--- config.mk ---
export PLATFORM = sky130hd
export DESIGN_NAME = hazard_forward_unit
export DESIGN_NICKNAME = d
export VERILOG_FILES = /design/src/rtl/hazard_forward_unit_pkg.sv /design/src/rtl/hazard_forward_unit_fwd_select.sv /design/src/rtl/hazard_forward_unit.sv
export SDC_FILE = /design/constraint.sdc
export NUM_CORES = 1
export LEC_CHECK = 0
export ABC_CLOCK_PERIOD_IN_PS = 3590
export BUFFER_PORTS_ARGS = -buffer_cell sky130_fd_sc_hd__buf_4
export CAP_MARGIN = 20
export CORE_AREA = 8 8 226 228
export CTS_CLUSTER_DIAMETER = 60
export DETAILED_ROUTE_END_ITERATION = 16
export DIE_AREA = 0 0 234 236
export GPL_TIMING_DRIVEN = 0
export PLACE_DENSITY = 0.46
export SETUP_SLACK_MARGIN = 0.5
export SYNTH_ARGS = -nofsm -noshare
export SYNTH_HDL_FRONTEND = slang
export SYNTH_HIERARCHICAL = 1
export SYNTH_SLANG_ARGS = --single-unit
--- constraint.sdc ---
create_clock -name clk -period 3.59 [get_ports clk]
set_clock_uncertainty 0.1 [all_clocks]
set_input_delay 0.359 -clock clk [delete_from_list [all_inputs] [get_ports clk]]
set_output_delay 0.359 -clock clk [all_outputs]
set_load 0.01 [all_outputs]
--- src/rtl/hazard_forward_unit_pkg.sv ---
// Shared types and defaults for the operand-forwarding / hazard unit.
// Forwarding-source enum and default data-path dimensions.
package hazard_forward_unit_pkg;

    localparam int DEF_XLEN = 64;
    localparam int DEF_NREG = 32;

    typedef enum logic [2:0] {
        FWD_ID,
        FWD_EX,
        FWD_MEM,
        FWD_MDU,
        FWD_WB
    } fwd_sel_e;

endpackage

--- src/rtl/hazard_forward_unit_fwd_select.sv ---
// Per-source operand selection and hazard detection; one instance per source register.
// Priority: EX (result ready) > MEM > MDU completion > WB > register file.
module hazard_forward_unit_fwd_select
    import hazard_forward_unit_pkg::*;
#(
    parameter int XLEN = DEF_XLEN,
    parameter int RW   = 5
) (
    input  logic [RW-1:0]   rs,
    input  logic            use_rs,
    input  logic [XLEN-1:0] id_op,
    input  logic            sb_pending_rs,
    input  logic            ex_valid,
    input  logic            ex_wen,
    input  logic            ex_long,
    input  logic [RW-1:0]   ex_rd,
    input  logic [XLEN-1:0] ex_res,
    input  logic            mem_valid,
    input  logic            mem_wen,
    input  logic [RW-1:0]   mem_rd,
    input  logic [XLEN-1:0] mem_res,
    input  logic            wb_valid,
    input  logic            wb_wen,
    input  logic [RW-1:0]   wb_rd,
    input  logic [XLEN-1:0] wb_res,
    input  logic            mdu_done,
    input  logic [RW-1:0]   mdu_rd,
    input  logic [XLEN-1:0] mdu_res,
    output logic [XLEN-1:0] op_fwd,
    output logic            hazard
);

    logic     live;
    logic     ex_hit;
    logic     mem_hit;
    logic     mdu_hit;
    logic     wb_hit;
    fwd_sel_e sel;

    // x0 and immediate operands never match any producer.
    assign live    = use_rs && (rs != '0);
    assign ex_hit  = live && ex_valid  && ex_wen  && (ex_rd  == rs);
    assign mem_hit = live && mem_valid && mem_wen && (mem_rd == rs);
    assign wb_hit  = live && wb_valid  && wb_wen  && (wb_rd  == rs);
    assign mdu_hit = live && mdu_done  && (mdu_rd == rs);

    always_comb begin
        // NOTE: default assigned first so every path drives sel; no latch is inferred.
        sel = FWD_ID;
        if (ex_hit && !ex_long) sel = FWD_EX;
        else if (mem_hit)       sel = FWD_MEM;
        else if (mdu_hit)       sel = FWD_MDU;
        else if (wb_hit)        sel = FWD_WB;
    end

    always_comb begin
        op_fwd = id_op;
        case (sel)
            FWD_EX:  op_fwd = ex_res;
            FWD_MEM: op_fwd = mem_res;
            FWD_MDU: op_fwd = mdu_res;
            FWD_WB:  op_fwd = wb_res;
            default: op_fwd = id_op;
        endcase
    end

    // A completing MDU result resolves its own pending entry in the same cycle.
    assign hazard = (ex_hit && ex_long) || (live && sb_pending_rs && !mdu_hit);

endmodule

--- src/rtl/hazard_forward_unit.sv ---
// Operand forwarding, MDU scoreboard and decode-stall generation between ID and EX.
// Optional performance counters (stall_cnt, sb_busy_cnt) are enabled by HAZARD_PERF_EN.
module hazard_forward_unit
    import hazard_forward_unit_pkg::*;
#(
    parameter  int XLEN = DEF_XLEN,
    parameter  int NREG = DEF_NREG,
    localparam int RW   = $clog2(NREG)
) (
    input  logic            clk,
    input  logic            rst,
    input  logic            id_valid,
    input  logic [RW-1:0]   id_rs1,
    input  logic [RW-1:0]   id_rs2,
    input  logic            id_use_rs1,
    input  logic            id_use_rs2,
    input  logic [XLEN-1:0] id_op1,
    input  logic [XLEN-1:0] id_op2,
    input  logic            ex_valid,
    input  logic            ex_wen,
    input  logic            ex_long,
    input  logic [RW-1:0]   ex_rd,
    input  logic [XLEN-1:0] ex_res,
    input  logic            mem_valid,
    input  logic            mem_wen,
    input  logic [RW-1:0]   mem_rd,
    input  logic [XLEN-1:0] mem_res,
    input  logic            wb_valid,
    input  logic            wb_wen,
    input  logic [RW-1:0]   wb_rd,
    input  logic [XLEN-1:0] wb_res,
    input  logic            mdu_issue,
    input  logic            mdu_done,
    input  logic [RW-1:0]   mdu_rd,
    input  logic [XLEN-1:0] mdu_res,
    output logic [XLEN-1:0] op1_fwd,
    output logic [XLEN-1:0] op2_fwd,
    output logic            stall,
`ifdef HAZARD_PERF_EN
    output logic [31:0]     stall_cnt,
    output logic [31:0]     sb_busy_cnt,
`endif
    output logic [NREG-1:0] sb_pending
);

    logic [NREG-1:0] sb_q;
    logic [NREG-1:0] sb_d;
    logic            hazard1;
    logic            hazard2;

    hazard_forward_unit_fwd_select #(.XLEN(XLEN), .RW(RW)) u_fwd_rs1 (
        .rs(id_rs1), .use_rs(id_use_rs1), .id_op(id_op1), .sb_pending_rs(sb_q[id_rs1]),
        .ex_valid(ex_valid), .ex_wen(ex_wen), .ex_long(ex_long), .ex_rd(ex_rd), .ex_res(ex_res),
        .mem_valid(mem_valid), .mem_wen(mem_wen), .mem_rd(mem_rd), .mem_res(mem_res),
        .wb_valid(wb_valid), .wb_wen(wb_wen), .wb_rd(wb_rd), .wb_res(wb_res),
        .mdu_done(mdu_done), .mdu_rd(mdu_rd), .mdu_res(mdu_res),
        .op_fwd(op1_fwd), .hazard(hazard1)
    );

    hazard_forward_unit_fwd_select #(.XLEN(XLEN), .RW(RW)) u_fwd_rs2 (
        .rs(id_rs2), .use_rs(id_use_rs2), .id_op(id_op2), .sb_pending_rs(sb_q[id_rs2]),
        .ex_valid(ex_valid), .ex_wen(ex_wen), .ex_long(ex_long), .ex_rd(ex_rd), .ex_res(ex_res),
        .mem_valid(mem_valid), .mem_wen(mem_wen), .mem_rd(mem_rd), .mem_res(mem_res),
        .wb_valid(wb_valid), .wb_wen(wb_wen), .wb_rd(wb_rd), .wb_res(wb_res),
        .mdu_done(mdu_done), .mdu_rd(mdu_rd), .mdu_res(mdu_res),
        .op_fwd(op2_fwd), .hazard(hazard2)
    );

    assign stall = id_valid && (hazard1 || hazard2);

    // Clear before set so a same-cycle issue to the completing index stays pending.
    always_comb begin
        sb_d = sb_q;
        if (mdu_done) sb_d[mdu_rd] = 1'b0;
        if (mdu_issue && ex_valid && (ex_rd != '0)) sb_d[ex_rd] = 1'b1;
        sb_d[0] = 1'b0;
    end

    always_ff @(posedge clk or posedge rst) begin
        // NOTE: sequential state uses non-blocking assignments so all flops update together.
        if (rst) sb_q <= '0;
        else     sb_q <= sb_d;
    end

    assign sb_pending = sb_q;

`ifdef HAZARD_PERF_EN
    always_ff @(posedge clk or posedge rst) begin
        if (rst) begin
            stall_cnt   <= '0;
            sb_busy_cnt <= '0;
        end else begin
            if (stall)      stall_cnt   <= stall_cnt + 32'd1;
            if (|sb_q)      sb_busy_cnt <= sb_busy_cnt + 32'd1;
        end
    end
`endif

endmodule

==> flow_metrics.env, run 1 <==
export IMPL_vias_per_cell=5.29
export IMPL_maxCapViolations=0
export IMPL_seqCellArea_um2=776
export IMPL_finalSetupViolations=0
export IMPL_p_sw_share_pct=36.1
export IMPL_cts_tree="built"
export IMPL_cts_max_level=2
export IMPL_max_freq_mhz=309
export IMPL_yosys_warnings=6
export IMPL_endpoint_kind="primary output"
export IMPL_relSlewSlack_pct=52.0
export IMPL_synth_cells=915
export IMPL_clkSinkCount=31
export IMPL_ys_async_sr_fraction_pct=100
export IMPL_cp_start_kind="input port"
export IMPL_finalWeightedCongestion=0.952
export IMPL_dp_hpwl_um=49500
export IMPL_port_buffers=583
export IMPL_p_int_mw=1.61
export IMPL_ys_ff_latch=31
export IMPL_path_class="in -> out"
export IMPL_yosys_area_top_type="a221o_1"
export IMPL_cellPowerDensity_mw_per_mm2=167
export IMPL_fill_cells=5077
export IMPL_synth_edf_count=0
export IMPL_clock_path_buffers=2
export IMPL_root_buffer="clkbuf_16"
export IMPL_dp_slack_ps=-608
export IMPL_crit_required_ps=3130
export IMPL_dp_cells=2116
export IMPL_grt_overflow=0
export IMPL_status="completed"
export IMPL_fin_ws_ps=358
export IMPL_ys_types=44
export IMPL_rrSetupSlack_ps=2680
export IMPL_path_clk_slew_ps=50
export IMPL_synth_area_mm2=0.00690
export IMPL_die_w_um=234
export IMPL_wl_per_cell_um=29.0
export IMPL_synth_top_area_share_pct=18.3
export IMPL_pwr_share_clk_pct=19.4
export IMPL_power_leakage_nw=6.61
export IMPL_rsz0062_at_grt="yes"
export IMPL_routed_wl_um=64000
export IMPL_drtAntennaViolNets=0
export IMPL_cp_max_fo=10
export IMPL_route_detailed_drc=0
export IMPL_cp_arrival_ps=2770
export IMPL_synthTopCellsByArea="a221o_1, o21ai_0, a2bb2oi_1"
export IMPL_fin_cells=2203
export IMPL_p_sw_mw=0.911
export IMPL_yosysMostFrequentCell="o21ai_0"
export IMPL_clk_latency_ps=270
export IMPL_first_iter_violations=665
export IMPL_largest_reg_flops=31
export IMPL_p_total_mw=2.53
export IMPL_syn_avg_cell_area_um2=7.54
export IMPL_grt_max_degree=17
export IMPL_io_pins=589
export IMPL_synth_fp_nets=1343
export IMPL_cts_buffers_inserted=5
export IMPL_start_util_pct=14.6
export IMPL_finalHoldViolations=0
export IMPL_ys_seq_area_share_pct=11.2
export IMPL_fp_coreArea_mm2=0.0473
export IMPL_nNetsFinal=2007
export IMPL_ctsHoldBuffers=0
export IMPL_grt_pass1_wl_um=88800
export IMPL_antenna_found_initial=12
export IMPL_ir_worst_vdd_mv=0.283
export IMPL_p_seq_share_pct=20.4
export IMPL_yosys_top_cells_count="o21ai_0, a221o_1, a2bb2oi_1, o21ai_1, clkbuf_1"
export IMPL_drv_slew=0
export IMPL_min_period_over_period_pct=90.0
export IMPL_p_comb_share_pct=60.2
export IMPL_worstHoldPathType="in -> async"
export IMPL_grt_total_usage_pct=21.3
export IMPL_dr_pass1_iters=5
export IMPL_via_count=11700
export IMPL_ys_flop_type="dfrtp_1"
export IMPL_area_growth_pct=119
export IMPL_finalCriticalPeriod_ps=3230
export IMPL_grt_pass1_vias=12400
export IMPL_die_area_mm2=0.0552
export IMPL_max_slew_worst_pin_slew_ps=719
export IMPL_die_h_um=236
export IMPL_num_rows=80
export IMPL_drive_gt1_share_pct=60.9
export IMPL_multi_input_area_mm2=0.00655
==> worst paths after layout <==
path / cells past startpoint / endpoint / start
max in group asynchronous: 3 / sb_pending[28]$_DFF_PP0_ / rst
min in group clk: 2 / sb_pending[19]$_DFF_PP0_ / ex_rd[2]
worst min-delay path: 2 / sb_pending[23]$_DFF_PP0_ / rst
worst max register to register: 2 / sb_pending[19]$_DFF_PP0_ / sb_pending[19]$_DFF_PP0_
worst min register to register: 2 / sb_pending[28]$_DFF_PP0_ / sb_pending[28]$_DFF_PP0_
worst max-delay path: 12 / op2_fwd[32] / id_rs2[4]
==> metal layers <==
metal / routed length [um] / GRT usage, % / vias up / part of all wire (%)
met2: 32300 / 38.5 / 640 / 50
li1: - / - / 5135 / -
met1: 24300 / 24.3 / 5755 / 38
met4: 2120 / 6.37 / 10 / 3.3
met3: 5200 / 5.21 / 112 / 8.1
met5: 62 / 0 / - / 0.097
==> critical path: stages <==
cell and delay (ps):
buf_12 100, buf_8 120, or4_4 510, o21ai_4 170
and3b_2 270, buf_4 150, buf_12 150, buf_12 150
a221o_1 360, o21ai_0 110, a2bb2oi_2 130, buf_4 170
==> area by class of cell <==
type / instances / area share [%]
clock inverters: 2 / 0.232
repair buffers: 655 / 36.5
inverters: 7 / 0.174
well taps: 615 / 5.09
diodes: 8 / 0.132
plain buffers: 113 / 8.47
clock buffers: 6 / 0.918
flip-flops and latches: 31 / 5.13
multi-input cells: 766 / 43.3
==> cells by family after synthesis <==
| group | count (synthesis) | share of synthesized area [%] |
|---|---|---|
| compound gates | 595 | 60.5 |
| buf+inv | 120 | 9.86 |
| xor+xnor | 40 | 5.08 |
| flops | 31 | 11.2 |
| simple gates | 104 | 8.68 |
| other cells | 1 | 0.0543 |
| mux | 24 | 4.57 |
==> metrics by stage <==
stage	utilization (%)	setup TNS, ps	hold slack (ps)	area [um^2]
global placement	25.4	-59980	475	12000
finish	31.9	0	112	15100
floorplan	-	0	359	6900
global route	31.9	0	151	15100
CTS	29.9	0	121	14200
detailed placement	25.6	-44300	408	12100
==> power groups by stage <==
stage / Combinational [mW] / Sequential, mW / Clock (mW)
floorplan: 0.442 / 0.501 / 0
CTS: 1.45 / 0.513 / 0.495
global placement: 1.31 / 0.516 / 0
global route: 1.61 / 0.524 / 0.512
detailed placement: 1.32 / 0.517 / 0
finish: 1.52 / 0.514 / 0.491
==> timing repair <==
action                     in CTS  in global routing
gates resized for setup       347                198
pin swaps                      94                 78
setup endpoints to repair     128                128
setup buffers                  33                 13
cloned                         18                  7
==> placed cells by master (no fill, tap or decap), drive strengths merged, types with 3 or more instances in the layout <==
master / instances
a211oi: 4
a21oi: 8
a221o: 126
a22oi: 4
a2bb2oi: 126
buf: 710
clkbuf: 64
dfrtp: 31
diode: 8
inv: 7
mux2i: 18
mux4: 6
nand2: 14
nand2b: 8
nand3: 21
nand3b: 7
nand4: 8
nor2: 13
nor2b: 6
nor3: 4
nor4: 4
o21ai: 315
or2: 3
or3: 6
or4: 5
xnor2: 32
xor2: 8
Power figures use the tool's default switching activity.
==> run 2: changes to the inputs <==
- ABC_CLOCK_PERIOD_IN_PS: 3590 -> 3900
- SLEW_MARGIN: not set -> 20
- clock period: 3.59 -> 3.9 ns (I/O delays scaled with it)
==> flow_metrics.env, run 2 (same netlist as run 1, synthesis figures left out) <==
export IMPL_finalWeightedCongestion=0.952
export IMPL_max_freq_mhz=300
export IMPL_ir_worst_vdd_mv=0.245
export IMPL_min_period_over_period_pct=85.4
export IMPL_clk_latency_ps=270
export IMPL_route_detailed_drc=0
export IMPL_layout_common_cells="buf_4, o21ai_0, a221o_1"
export IMPL_finalHoldViolations=0
export IMPL_cts_max_level=2
export IMPL_path_class="in -> out"
export IMPL_mostFrequentLayoutCell="buf_4"
export IMPL_finalSetupViolations=0
export IMPL_grt_total_usage_pct=20.3
export IMPL_port_buffers=583
export IMPL_io_pins=589
export IMPL_dp_hpwl_um=49600
export IMPL_top_layer="met5"
export IMPL_cp_arrival_ps=2840
export IMPL_num_rows=80
export IMPL_wl_per_cell_um=28.3
export IMPL_path_clk_slew_ps=50
export IMPL_crit_required_ps=3410
export IMPL_area_growth_pct=91.0
export IMPL_vias_per_cell=5.21
export IMPL_grt_max_degree=32
export IMPL_clock_path_buffers=2
export IMPL_grt_pass1_wl_um=85100
export IMPL_via_count=11200
export IMPL_grt_overflow=0
export IMPL_relSlewSlack_pct=53.6
export IMPL_maxCapViolations=0
export IMPL_drive_gt1_share_pct=51.9
export IMPL_status="completed"
export IMPL_cellPowerDensity_mw_per_mm2=161
export IMPL_setup_tns_ps=0
export IMPL_routed_wl_um=60900
export IMPL_die_w_um=234
export IMPL_root_buffer="clkbuf_16"
export IMPL_cts_tree="built"
export IMPL_die_area_mm2=0.0552
export IMPL_start_util_pct=14.6
export IMPL_clkSinkCount=31
export IMPL_antenna_found_initial=13
export IMPL_drtAntennaViolNets=0
export IMPL_fin_hold_ws_ps=117
export IMPL_fp_coreArea_mm2=0.0473
export IMPL_nNetsFinal=1959
export IMPL_wirelength_met1_um=23200
export IMPL_power_leakage_nw=5.85
export IMPL_route_met2_wl_um=31000
export IMPL_die_h_um=236
export IMPL_max_slew_worst_pin_slew_ps=696
export IMPL_cts_buffers_inserted=5
export IMPL_p_total_mw=2.12
export IMPL_cp_max_fo=10
export IMPL_wl_met3_um=5180
export IMPL_endpoint_kind="primary output"
export IMPL_cp_start_kind="input port"
export IMPL_grt_pass1_vias=12000
export IMPL_first_iter_violations=681
export IMPL_worstHoldPathType="in -> async"
export IMPL_rsz0062_at_grt="yes"
export IMPL_dr_pass1_iters=5
export IMPL_finalCriticalPeriod_ps=3330
export IMPL_largest_reg_flops=31
export IMPL_ctsHoldBuffers=0
export IMPL_drv_slew=0
## run 2: changes by cell type in the layout (fill, tap and decap cells not counted), sizes merged
| cell | previous run | this run |
|---|---|---|
| buf | 710 | 674 |
| bufinv | 1 | 0 |
| clkbuf | 64 | 54 |
| diode | 8 | 9 |
| nand2 | 14 | 12 |
## run 2: final cells by class
class	count	area (um^2)
fillers	5228	34200
multi-input cells	764	5800
repair buffers	609	4730
plain buffers	113	913
flip-flops and latches	31	776
well taps	615	769
clock buffers	6	139
inverters	7	26.3
diodes	9	22.5
clock inverters	1	5.00
## run 2: per-stage QoR
stage	cell area, um^2	worst slack (ps)	utilization [%]	cells
floorplan	6900	1100	-	915
global placement	12000	-495	25.4	2113
CTS	12800	491	27.0	2134
finish	13200	570	27.8	2155
detailed placement	12100	-351	25.5	2115
global route	13200	478	27.8	2154
## run 2: critical path, stage by stage
cell and delay [ps]:
buf_4 130, buf_6 130, or4_4 520, o21ai_4 210, and3b_2 270, buf_4 150
buf_12 150, buf_6 150, a221o_1 340, o21ai_1 110, a2bb2oi_1 110, buf_4 160
## run 2: routing by layer
layer / vias up / track usage, %
met5: - / 0
met4: 8 / 7.13
met2: 614 / 36.1
met3: 70 / 4.62
met1: 5532 / 23.5
li1: 5008 / -
## run 2: where the power goes
group | internal, mW | total [mW] | switching [mW]
clock network | 0.249 | 0.382 | 0.133
registers | 0.381 | 0.472 | 0.0902
logic | 0.705 | 1.27 | 0.564
## run 2: worst paths after layout
path	depth (start not counted)	endpoint	slack [ps]	from
setup / recovery	12	op2_fwd[36]	570	id_rs2[2]
hold / removal	2	sb_pending[3]$_DFF_PP0_	120	rst
setup reg to reg	2	sb_pending[19]$_DFF_PP0_	2990	sb_pending[19]$_DFF_PP0_
hold reg to reg	2	sb_pending[28]$_DFF_PP0_	480	sb_pending[28]$_DFF_PP0_
max in group asynchronous	2	sb_pending[17]$_DFF_PP0_	3150	rst
min in group clk	2	sb_pending[19]$_DFF_PP0_	350	ex_rd[2]
## run 2: repair_timing
action                                 in CTS  in global routing
setup buffers                               9                  9
pin swaps                                   8                 26
resized for setup                         126                 82
gates cloned                                3                  3
endpoints found under the hold margin       0                  0
setup endpoints to repair                 128                123
